File: src/rtl/mux_scan_seq_pkg.sv
// Shared types and constants for the 16:1 mux scan sequencer.
package mux_scan_pkg;

  localparam int NUM_CH     = 16;
  localparam int SEL_W      = 4;
  localparam int SETTLE_MAX = 15;
  localparam int CNT_W      = $clog2(SETTLE_MAX + 1);

  typedef enum logic [1:0] {
    ST_IDLE = 2'd0,
    ST_SCAN = 2'd1,
    ST_OUT  = 2'd2
  } state_e;

endpackage

File: src/rtl/mux_scan_seq_if.sv
// Control, mux and snapshot signals of the scan sequencer.
// master = sequencer side, slave = controller/mux/consumer side.
interface mux_scan_seq_if;
  import mux_scan_pkg::*;

  logic              start;
  logic              abort;
  logic              mode;
  logic [NUM_CH-1:0] ch_mask;
  logic [SEL_W-1:0]  sel;
  logic              q_in;
  logic              busy;
  logic [NUM_CH-1:0] data_out;
  logic              data_valid;
  logic              data_ready;
  logic              overrun;

  modport master (
    input  start, abort, mode, ch_mask, q_in, data_ready,
    output sel, busy, data_out, data_valid, overrun
  );

  modport slave (
    output start, abort, mode, ch_mask, q_in, data_ready,
    input  sel, busy, data_out, data_valid, overrun
  );

endinterface

File: src/rtl/mux_scan_seq_next_ch.sv
// Lowest enabled channel strictly above cur_i (or anywhere when incl_i); combinational.
module scan_next_ch
  import mux_scan_pkg::*;
(
  input  logic [NUM_CH-1:0] mask_i,
  input  logic [SEL_W-1:0]  cur_i,
  input  logic              incl_i,
  output logic              found_o,
  output logic [SEL_W-1:0]  ch_o
);

  // Descending walk so the lowest qualifying channel is the last assignment.
  always_comb begin
    found_o = 1'b0;
    ch_o    = '0;
    for (int k = NUM_CH - 1; k >= 0; k--) begin
      if (mask_i[k] && (incl_i || (k > int'(cur_i)))) begin
        found_o = 1'b1;
        ch_o    = SEL_W'(k);
      end
    end
  end

endmodule

File: src/rtl/mux_scan_seq.sv
// Sweeps enabled mux channels, dwelling SETTLE+1 cycles each; snapshot after N_en*(SETTLE+1) edges.
// Snapshot held until data_ready; continuous mode stalls (and flags overrun) rather than overwrite.
module mux_scan_seq #(
  parameter int SETTLE = 1,
  parameter int NUM_CH = 16
) (
  input  logic           clk,
  input  logic           rst_n,
  mux_scan_seq_if.master bus
);
  import mux_scan_pkg::*;

  localparam int SETTLE_CL = (SETTLE > SETTLE_MAX) ? SETTLE_MAX : SETTLE;
  localparam logic [CNT_W-1:0] SETTLE_C = CNT_W'(SETTLE_CL);

  state_e            state_q, state_d;
  logic              mode_q, mode_d;
  logic [NUM_CH-1:0] mask_q, mask_d;
  logic [NUM_CH-1:0] word_q, word_d;
  logic [CNT_W-1:0]  cnt_q, cnt_d;
  logic [SEL_W-1:0]  sel_q, sel_d;
  logic [NUM_CH-1:0] data_q, data_d;
  logic              vld_q, vld_d;
  logic              ovr_q, ovr_d;

  logic [NUM_CH-1:0] first_mask;
  logic              first_found, nxt_found;
  logic [SEL_W-1:0]  first_ch, nxt_ch;
  logic [NUM_CH-1:0] word_cap;

  // IDLE searches the live mask being latched; restarts use the latched copy.
  assign first_mask = (state_q == ST_IDLE) ? bus.ch_mask : mask_q;

  scan_next_ch u_first (
    .mask_i  (first_mask),
    .cur_i   ('0),
    .incl_i  (1'b1),
    .found_o (first_found),
    .ch_o    (first_ch)
  );

  scan_next_ch u_next (
    .mask_i  (mask_q),
    .cur_i   (sel_q),
    .incl_i  (1'b0),
    .found_o (nxt_found),
    .ch_o    (nxt_ch)
  );

  assign word_cap = bus.q_in ? (word_q | (NUM_CH'(1) << sel_q)) : word_q;

  always_comb begin
    state_d = state_q;
    mode_d  = mode_q;
    mask_d  = mask_q;
    word_d  = word_q;
    cnt_d   = cnt_q;
    sel_d   = sel_q;
    data_d  = data_q;
    vld_d   = vld_q;
    ovr_d   = ovr_q;

    unique case (state_q)
      ST_IDLE: begin
        if (bus.start) begin
          mode_d = bus.mode;
          mask_d = bus.ch_mask;
          word_d = '0;
          ovr_d  = 1'b0;
          cnt_d  = '0;
          if (first_found) begin
            sel_d   = first_ch;
            state_d = ST_SCAN;
          end else begin
            data_d  = '0;
            vld_d   = 1'b1;
            state_d = ST_OUT;
          end
        end
      end

      ST_SCAN: begin
        cnt_d = cnt_q + 1'b1;
        if (cnt_q == SETTLE_C) begin
          word_d = word_cap;
          cnt_d  = '0;
          if (nxt_found) begin
            sel_d = nxt_ch;
          end else begin
            data_d  = word_cap;
            vld_d   = 1'b1;
            state_d = ST_OUT;
          end
        end
      end

      ST_OUT: begin
        if (bus.data_ready) begin
          vld_d = 1'b0;
          if (mode_q) begin
            word_d = '0;
            cnt_d  = '0;
            if (first_found) begin
              sel_d   = first_ch;
              state_d = ST_SCAN;
            end else begin
              data_d = '0;
              vld_d  = 1'b1;
            end
          end else begin
            state_d = ST_IDLE;
          end
        end else if (mode_q) begin
          ovr_d = 1'b1;
        end
      end

      default: state_d = ST_IDLE;
    endcase

    // Abort wins over acceptance and sampling; snapshot and select are left as they were.
    if (bus.abort && (state_q != ST_IDLE)) begin
      state_d = ST_IDLE;
      vld_d   = 1'b0;
      data_d  = data_q;
      sel_d   = sel_q;
      word_d  = word_q;
      cnt_d   = '0;
    end
  end

  always_ff @(posedge clk or negedge rst_n) begin
    if (!rst_n) begin
      state_q <= ST_IDLE;
      mode_q  <= 1'b0;
      mask_q  <= '0;
      word_q  <= '0;
      cnt_q   <= '0;
      sel_q   <= '0;
      data_q  <= '0;
      vld_q   <= 1'b0;
      ovr_q   <= 1'b0;
    end else begin
      state_q <= state_d;
      mode_q  <= mode_d;
      mask_q  <= mask_d;
      word_q  <= word_d;
      cnt_q   <= cnt_d;
      sel_q   <= sel_d;
      data_q  <= data_d;
      vld_q   <= vld_d;
      ovr_q   <= ovr_d;
    end
  end

  assign bus.sel        = sel_q;
  assign bus.busy       = (state_q != ST_IDLE);
  assign bus.data_out   = data_q;
  assign bus.data_valid = vld_q;
  assign bus.overrun    = ovr_q;

endmodule

File: src/flat_wrapper.sv
// flat-port wrapper written by rule: the top's interface ports become plain ports
module mux_scan_seq_flat import mux_scan_pkg::*;
#(
  parameter int SETTLE = 1,
  parameter int NUM_CH = 16
)
  (clk, rst_n, bus_start, bus_abort, bus_mode, bus_ch_mask, bus_q_in, bus_data_ready, bus_sel, bus_busy, bus_data_out, bus_data_valid, bus_overrun);
  mux_scan_seq_if bus_i ();
  input  logic clk;
  input  logic rst_n;
  input wire logic [$bits(bus_i.start)-1:0] bus_start;
  input wire logic [$bits(bus_i.abort)-1:0] bus_abort;
  input wire logic [$bits(bus_i.mode)-1:0] bus_mode;
  input wire logic [$bits(bus_i.ch_mask)-1:0] bus_ch_mask;
  input wire logic [$bits(bus_i.q_in)-1:0] bus_q_in;
  input wire logic [$bits(bus_i.data_ready)-1:0] bus_data_ready;
  output wire logic [$bits(bus_i.sel)-1:0] bus_sel;
  output wire logic [$bits(bus_i.busy)-1:0] bus_busy;
  output wire logic [$bits(bus_i.data_out)-1:0] bus_data_out;
  output wire logic [$bits(bus_i.data_valid)-1:0] bus_data_valid;
  output wire logic [$bits(bus_i.overrun)-1:0] bus_overrun;
  assign bus_i.start = bus_start;
  assign bus_i.abort = bus_abort;
  assign bus_i.mode = bus_mode;
  assign bus_i.ch_mask = bus_ch_mask;
  assign bus_i.q_in = bus_q_in;
  assign bus_i.data_ready = bus_data_ready;
  assign bus_sel = bus_i.sel;
  assign bus_busy = bus_i.busy;
  assign bus_data_out = bus_i.data_out;
  assign bus_data_valid = bus_i.data_valid;
  assign bus_overrun = bus_i.overrun;
  mux_scan_seq #(.SETTLE(SETTLE), .NUM_CH(NUM_CH)) u_core (.clk(clk), .rst_n(rst_n), .bus(bus_i));
endmodule
File: config.mk
export PLATFORM = sky130hd
export DESIGN_NAME = mux_scan_seq_flat
export DESIGN_NICKNAME = d
export VERILOG_FILES = /design/src/rtl/mux_scan_seq_pkg.sv /design/src/rtl/mux_scan_seq_if.sv /design/src/rtl/mux_scan_seq_next_ch.sv /design/src/rtl/mux_scan_seq.sv /design/src/flat_wrapper.sv
export SDC_FILE = /design/constraint.sdc
export NUM_CORES = 1
export LEC_CHECK = 0
export BUFFER_PORTS_ARGS = -buffer_cell sky130_fd_sc_hd__buf_2
export CORE_UTILIZATION = 55
export DETAILED_ROUTE_END_ITERATION = 12
export GPL_TIMING_DRIVEN = 1
export HOLD_SLACK_MARGIN = 0.12
export PLACE_DENSITY_LB_ADDON = 0.1
export SLEW_MARGIN = 20
export SYNTH_ARGS = -nofsm -noshare
export SYNTH_HDL_FRONTEND = slang
export SYNTH_HIERARCHICAL = 1
export SYNTH_SLANG_ARGS = --single-unit
File: constraint.sdc
create_clock -name clk -period 10.06 [get_ports clk]
set_clock_uncertainty 0.05 [all_clocks]
set_input_delay 1.509 -clock clk [delete_from_list [all_inputs] [get_ports clk]]
set_output_delay 1.509 -clock clk [all_outputs]
set_load 0.02 [all_outputs]
# [Yosys cells after proc, flatten, opt, wreduce, memory -nomap -nowiden]
# Cells that the tools add are included.
# Widths: inputs -> output; s select.
[totals] inputBits=23 elab_cells=185 reg_bits=61
[classes] magnitude_cmp=15 bitwise=2 n_reduce_logical=29 muxes=111 n_addsub=1 shifts=1 eq_ne=17
[ops] cell="$mux 16" n=12
[ops] cell="$mux 4" n=42
[ops] cell="$pmux 16 s3" n=2
[ops] cell="$mux 1" n=42
[ops] cell="$gt 4x4->1 const A" n=8
[ops] cell="$pmux 4 s3" n=2
[ops] cell="$gt 3x4->1 const A" n=4
[ops] cell="$logic_and 1x1->1" n=16
[ops] cell="$mux 2" n=8
[ops] cell="$or 16x16->16" n=1
[ops] cell="$shl 1x4->16 const A" n=1
[ops] cell="$reduce_and 7->1" n=2
[ops] cell="$reduce_and 6->1" n=2
[ops] cell="$ne 3x3->1 const B" n=3
[ops] cell="$gt 2x4->1 const A" n=2
[ops] cell="$ne 2x2->1 const B" n=4
[ops] cell="$reduce_and 4->1" n=2
[ops] cell="$ne 2x1->1 const B" n=3
[ops] cell="$ne 3x1->1 const B" n=2
[ops] cell="$pmux 2 s3" n=1
[ops] cell="$reduce_and 5->1" n=1
[ops] cell="$add 4x1->4 const B" n=1
[ops] cell="$eq 4x1->1 const B" n=1
[ops] cell="$gt 1x4->1 const A" n=1
[ops] cell="other kinds (12)" n=13

# [Logic depth before layout (Yosys ltp)]
[logic_depth] ltp_word=23 depth_mapped=15 mapped_depth_nobuf=12

# [Hierarchy]
# Netlist, hierarchy kept.
[modules_own_cells] module="mux_scan_seq" seq_area_each_um2=1526.5 instances=1 cells_each=298 area_each_um2=3155.5
[modules_own_cells] module="scan_next_ch" seq_area_each_um2=0.0 instances=2 cells_each=82 area_each_um2=530.5

# [Least setup slack after synthesis]
# Ideal clock, no wire load.
[synth_timing] path_kind="register to register" from="reg u_core.state_q[0]" to="reg u_core.data_q[10], in the netlist u_core/bus.data_out[10]" path_buffers=4 setup_slack_ns=6.214 t_arrival_ns=3.670 stages_incl_launch_ff=16 required_ns=9.884 cell_sequence="dfrtp_1 -> inv_1 -> ha_1 -> buf_1 -> clkbuf_1 -> mux2_2 -> or2_2 -> o211ai_2 -> o21ai_1 -> or3_1 -> nand2b_1 -> mux2_2 -> nand3b_1 -> buf_4 -> buf_6 -> mux2i_1"
[synth_between] elab_cells_between_ends=35 classes_between="eq/ne (7); mux (22); bitwise (1); reduce/logical (5)"
[synth_rtl] item="start: declaration" line_no="mux_scan_seq.sv:16" rtl="state_e state_q, state_d;"
[synth_rtl] item="start signal: assignment" line_no="mux_scan_seq.sv:144" rtl="state_q <= state_d;"
[synth_rtl] item="$logic_not 2->1 *" line_no="mux_scan_seq.sv:32" rtl="assign first_mask = (state_q == ST_IDLE) ? bus.ch_mask : mask_q;"
[synth_rtl] item="$mux 16 *" line_no="mux_scan_seq.sv:32"
[synth_rtl] item="named net u_core.first_mask[11]" line_no="mux_scan_seq.sv:26" rtl="logic [NUM_CH-1:0] first_mask;"
[synth_rtl] item="$mux 1 * (12 in a row)" line_no="mux_scan_seq_next_ch.sv:17" rtl="if (mask_i[k] && (incl_i || (k > int'(cur_i)))) begin"
[synth_rtl] item="named net u_core.first_found" line_no="mux_scan_seq.sv:27" rtl="logic first_found, nxt_found;"
[synth_rtl] item="$mux 16 *"
[synth_rtl] item="$mux 16 (2 in a row)"
[synth_rtl] item="$pmux 16 s3 *" line_no="mux_scan_seq.sv:63" rtl="unique case (state_q)"
[synth_rtl] item="end signal: assignment" line_no="mux_scan_seq.sv:150" rtl="data_q <= data_d;"
[synth_rtl] item="end: declaration" line_no="mux_scan_seq.sv:22" rtl="logic [NUM_CH-1:0] data_q, data_d;"
# Mark *: on every way through the listed nets, which the timed path passes. The rest lies on a longest branch. The select of a mux whose other input is x is not followed.
# A chain may end at the register's enable or synchronous reset.

# [Final worst setup path]
[layout_timing] from="reg u_core.state_q[0]" to="reg u_core.data_q[8], in the netlist u_core/bus.data_out[8]"
# The elaborated chain is that of the path after synthesis.

==> reports/metrics.yaml <==
timing:
  min_period_ns: 4.32
  grt_setup_unrepaired: "no"
  fin_setup_tns_ns: 0
  fin_crit_sh_pct: 42.9
  slew_viol_final: 0
  setup_violations: 0
  slew_headroom_pct: 25.8
  fmax_mhz: 232
  hold_viol_final: 0
  worst_slew_pin_slew_ns: 1.11
worst_setup_path:
  r2r-start: "u_core/state_q[0]$_DFFE_PN0P_"
  crit_type: "reg2reg"
  r2r_end: "u_core/bus.data_out[8]$_DFFE_PN0P_"
  cp.arrival_ns: 4.51
  cp-start-kind: "flip-flop"
  regToRegSetupSlack_ns: 5.74
  worstPathMaxFanout: 19
  crit_required_ns: 10.26
  cp-end-kind: "flip-flop"
  rr_worst_depth: 12
clock_network:
  tritoncts: "built"
  cts_setup_buffers: 0
  numCtsBuffers: 9
  cts_root_buffer: "clkbuf_8"
  cts_resized: 0
  clkSlewWorstSetupHoldPaths_ns: 0.07
  cts_max_level: 3
  ctsLongestPathBuffers: 2
  holdBufCountCts: 0
  clk_latency_ns: 0.34
  cts_sinks: 61
global_routing:
  grt_max_degree: 62
  grt_use_total_pct: 25.5
  overflow: 0
  grt_pass1_wl_um: 15400
  grt_use_met1_pct: 32.4
  use_met3_pct: 4.25
  use_met2_pct: 43.0
  grt_pass1_vias: 3341
  grt_busiest_layer: "met2"
  grt_antenna_before_repair: 0
routing:
  drt_iter0_markers: 269
  drtPass1Iterations: 4
  route.detailed.drc: 0
  viasPerCell: 5.64
  num_vias: 3528
  wire_per_inst_um: 14.9
  drt_wl_total_um: 9340
  ant_nets: 0
die:
  dieArea_um2: 8020
  initial_core_util_pct: 57.5
  rows: 31
  ioPinCount: 46
  core_area_um2: 7330
  die_w_um: 89.6
  die_y_um: 89.6
finish:
  fill_cells: 639
  layout_commonest_cell: "dfrtp_1"
  finalNetCount: 552
  syn_to_final_growth_pct: 12.4
  antenna_cells: 0
  final_cell_mix: "61 x dfrtp_1, 50 x nor2_1, 45 x buf_2, 42 x mux2_2, 42 x o21ai_0"
  drive_gt1_share_pct: 24.5
logic_synthesis:
  syn_area_per_cell_um2: 9.13
  synthCells: 462
  yosys_warnings: 6
  synth_enable_flop_cells: 0
  yosys_register_bits: 61
  seq_area_frac_synth_pct: 36.2
  yosys_most_used_dff: "dfrtp_1"
  ys_async_sr_fraction_pct: 100
  synth.distinct_cells: 63
  synth_area_um2: 4220
power_and_ir_drop:
  ir_worst_vdd_v: 0.000204
  powerDensity_nw_per_um2: 294
  total_power_mw: 1.39
  power.leakage_nw: 2.21
hold_path:
  worstHoldStart: "u_core/word_q[7]$_DFFE_PN0P_"
  min_to: "u_core/word_q[7]$_DFFE_PN0P_"
  holdPathStages: 2
  hp-class: "reg2reg"
place:
  port_buffers: 45
  gp_congestion: 0.931
  dp_hpwl_um: 6560
run:
  drv_cap: 0
status:
  status: "completed"
[worst max-delay path, cell delays in order (launching register included)]
cell and delay, ns:
dfrtp_1 0.44, inv_1 0.20, ha_1 0.31, buf_4 0.30, mux2_2 0.38, or2_2 0.30, o211ai_2 0.08, o21ai_1 0.07
or3_1 0.34, nand2b_1 0.27, mux2_2 0.32, nand3b_1 0.76, mux2i_1 0.38
[metrics by stage]
step	utilization, %	setup slack (ns)	instances	hold slack [ns]	instance area [um2]
4_1_cts	64.7	5.71	625	0.444	4740
2_1_floorplan	-	6.21	486	0.407	4310
3_3_place_gp	61.6	5.52	609	0.419	4520
6_report	64.7	5.74	625	0.443	4740
5_1_grt	64.7	5.40	625	0.470	4740
3_5_place_dp	61.6	5.44	609	0.429	4520
[state kept, by name, indices dropped and copies added, names as in the netlist]
register and count:
u_core/bus.data_valid 1, u_core/word_q 16, u_core/bus.sel 4, u_core/bus.overrun 1, u_core/mode_q 1, u_core/mask_q 16, u_core/state_q 2, u_core/bus.data_out 16
u_core/cnt_q 4
[layout make-up]
type	instances	area [um2]	share of cell area, %
Clock inverter	6	86.3	1.82
Inverter	28	105	2.22
Timing Repair Buffer	49	255	5.38
Multi-Input combinational cell	372	2510	52.9
Clock buffer	10	138	2.90
Tap cell	99	124	2.61
Sequential cell	61	1530	32.2
[cell usage after synthesis (8+ instances only)]
library cell  instances  area share, %
a21oi_1              17            2.0
a31oi_1              25            3.7
buf_6                 8            2.1
clkbuf_1              8           0.71
dfrtp_1              61             36
ha_1                  8            2.4
inv_1                28            2.5
mux2_2               42             11
mux2i_1              19            4.5
nand2_1              24            2.1
nand2b_1             12            1.8
nor2_1               50            4.5
nor2b_1               9            1.3
o21ai_0              42            5.0
[cells by family (layout without fill, tap and decap cells)]
group                    count (synthesis)  count (layout)  synth area share (%)
flip-flops                              61              61                  36.2
buffers and inverters                   53              93                  6.62
multiplexers                            61              61                  15.7
AND/OR/NAND/NOR                        147             147                  18.8
adder cells (fa/ha/maj)                  8               8                  2.37
other                                    2              26                 0.178
AO/OA/AOI/OAI                          130             130                  20.1
[metal layers]
metal	routed length [um]	share of wire (%)
met5	0	0
met3	302	3.2
met1	4320	46
met2	4570	49
met4	139	1.5
[worst max path at each step]
stage / start / to / cells past startpoint
2_1_floorplan: u_core/state_q[0]$_DFFE_PN0P_ / u_core/bus.data_out[10]$_DFFE_PN0P_ / 15
3_3_place_gp: bus_ch_mask[11] / u_core/bus.data_out[12]$_DFFE_PN0P_ / 10
3_5_place_dp: bus_ch_mask[11] / u_core/bus.data_out[4]$_DFFE_PN0P_ / 10
4_1_cts: u_core/state_q[0]$_DFFE_PN0P_ / u_core/bus.data_out[7]$_DFFE_PN0P_ / 12
5_1_grt: u_core/state_q[0]$_DFFE_PN0P_ / u_core/bus.data_out[13]$_DFFE_PN0P_ / 12
6_report: u_core/state_q[0]$_DFFE_PN0P_ / u_core/bus.data_out[8]$_DFFE_PN0P_ / 12
[report_power, final]
group,switching (mW),leakage (nW),internal [mW]
Combinational,0.398,1.37,0.316
Clock,0.102,0.112,0.146
Sequential,0.109,0.721,0.322
Power figures use the tool's default switching activity.
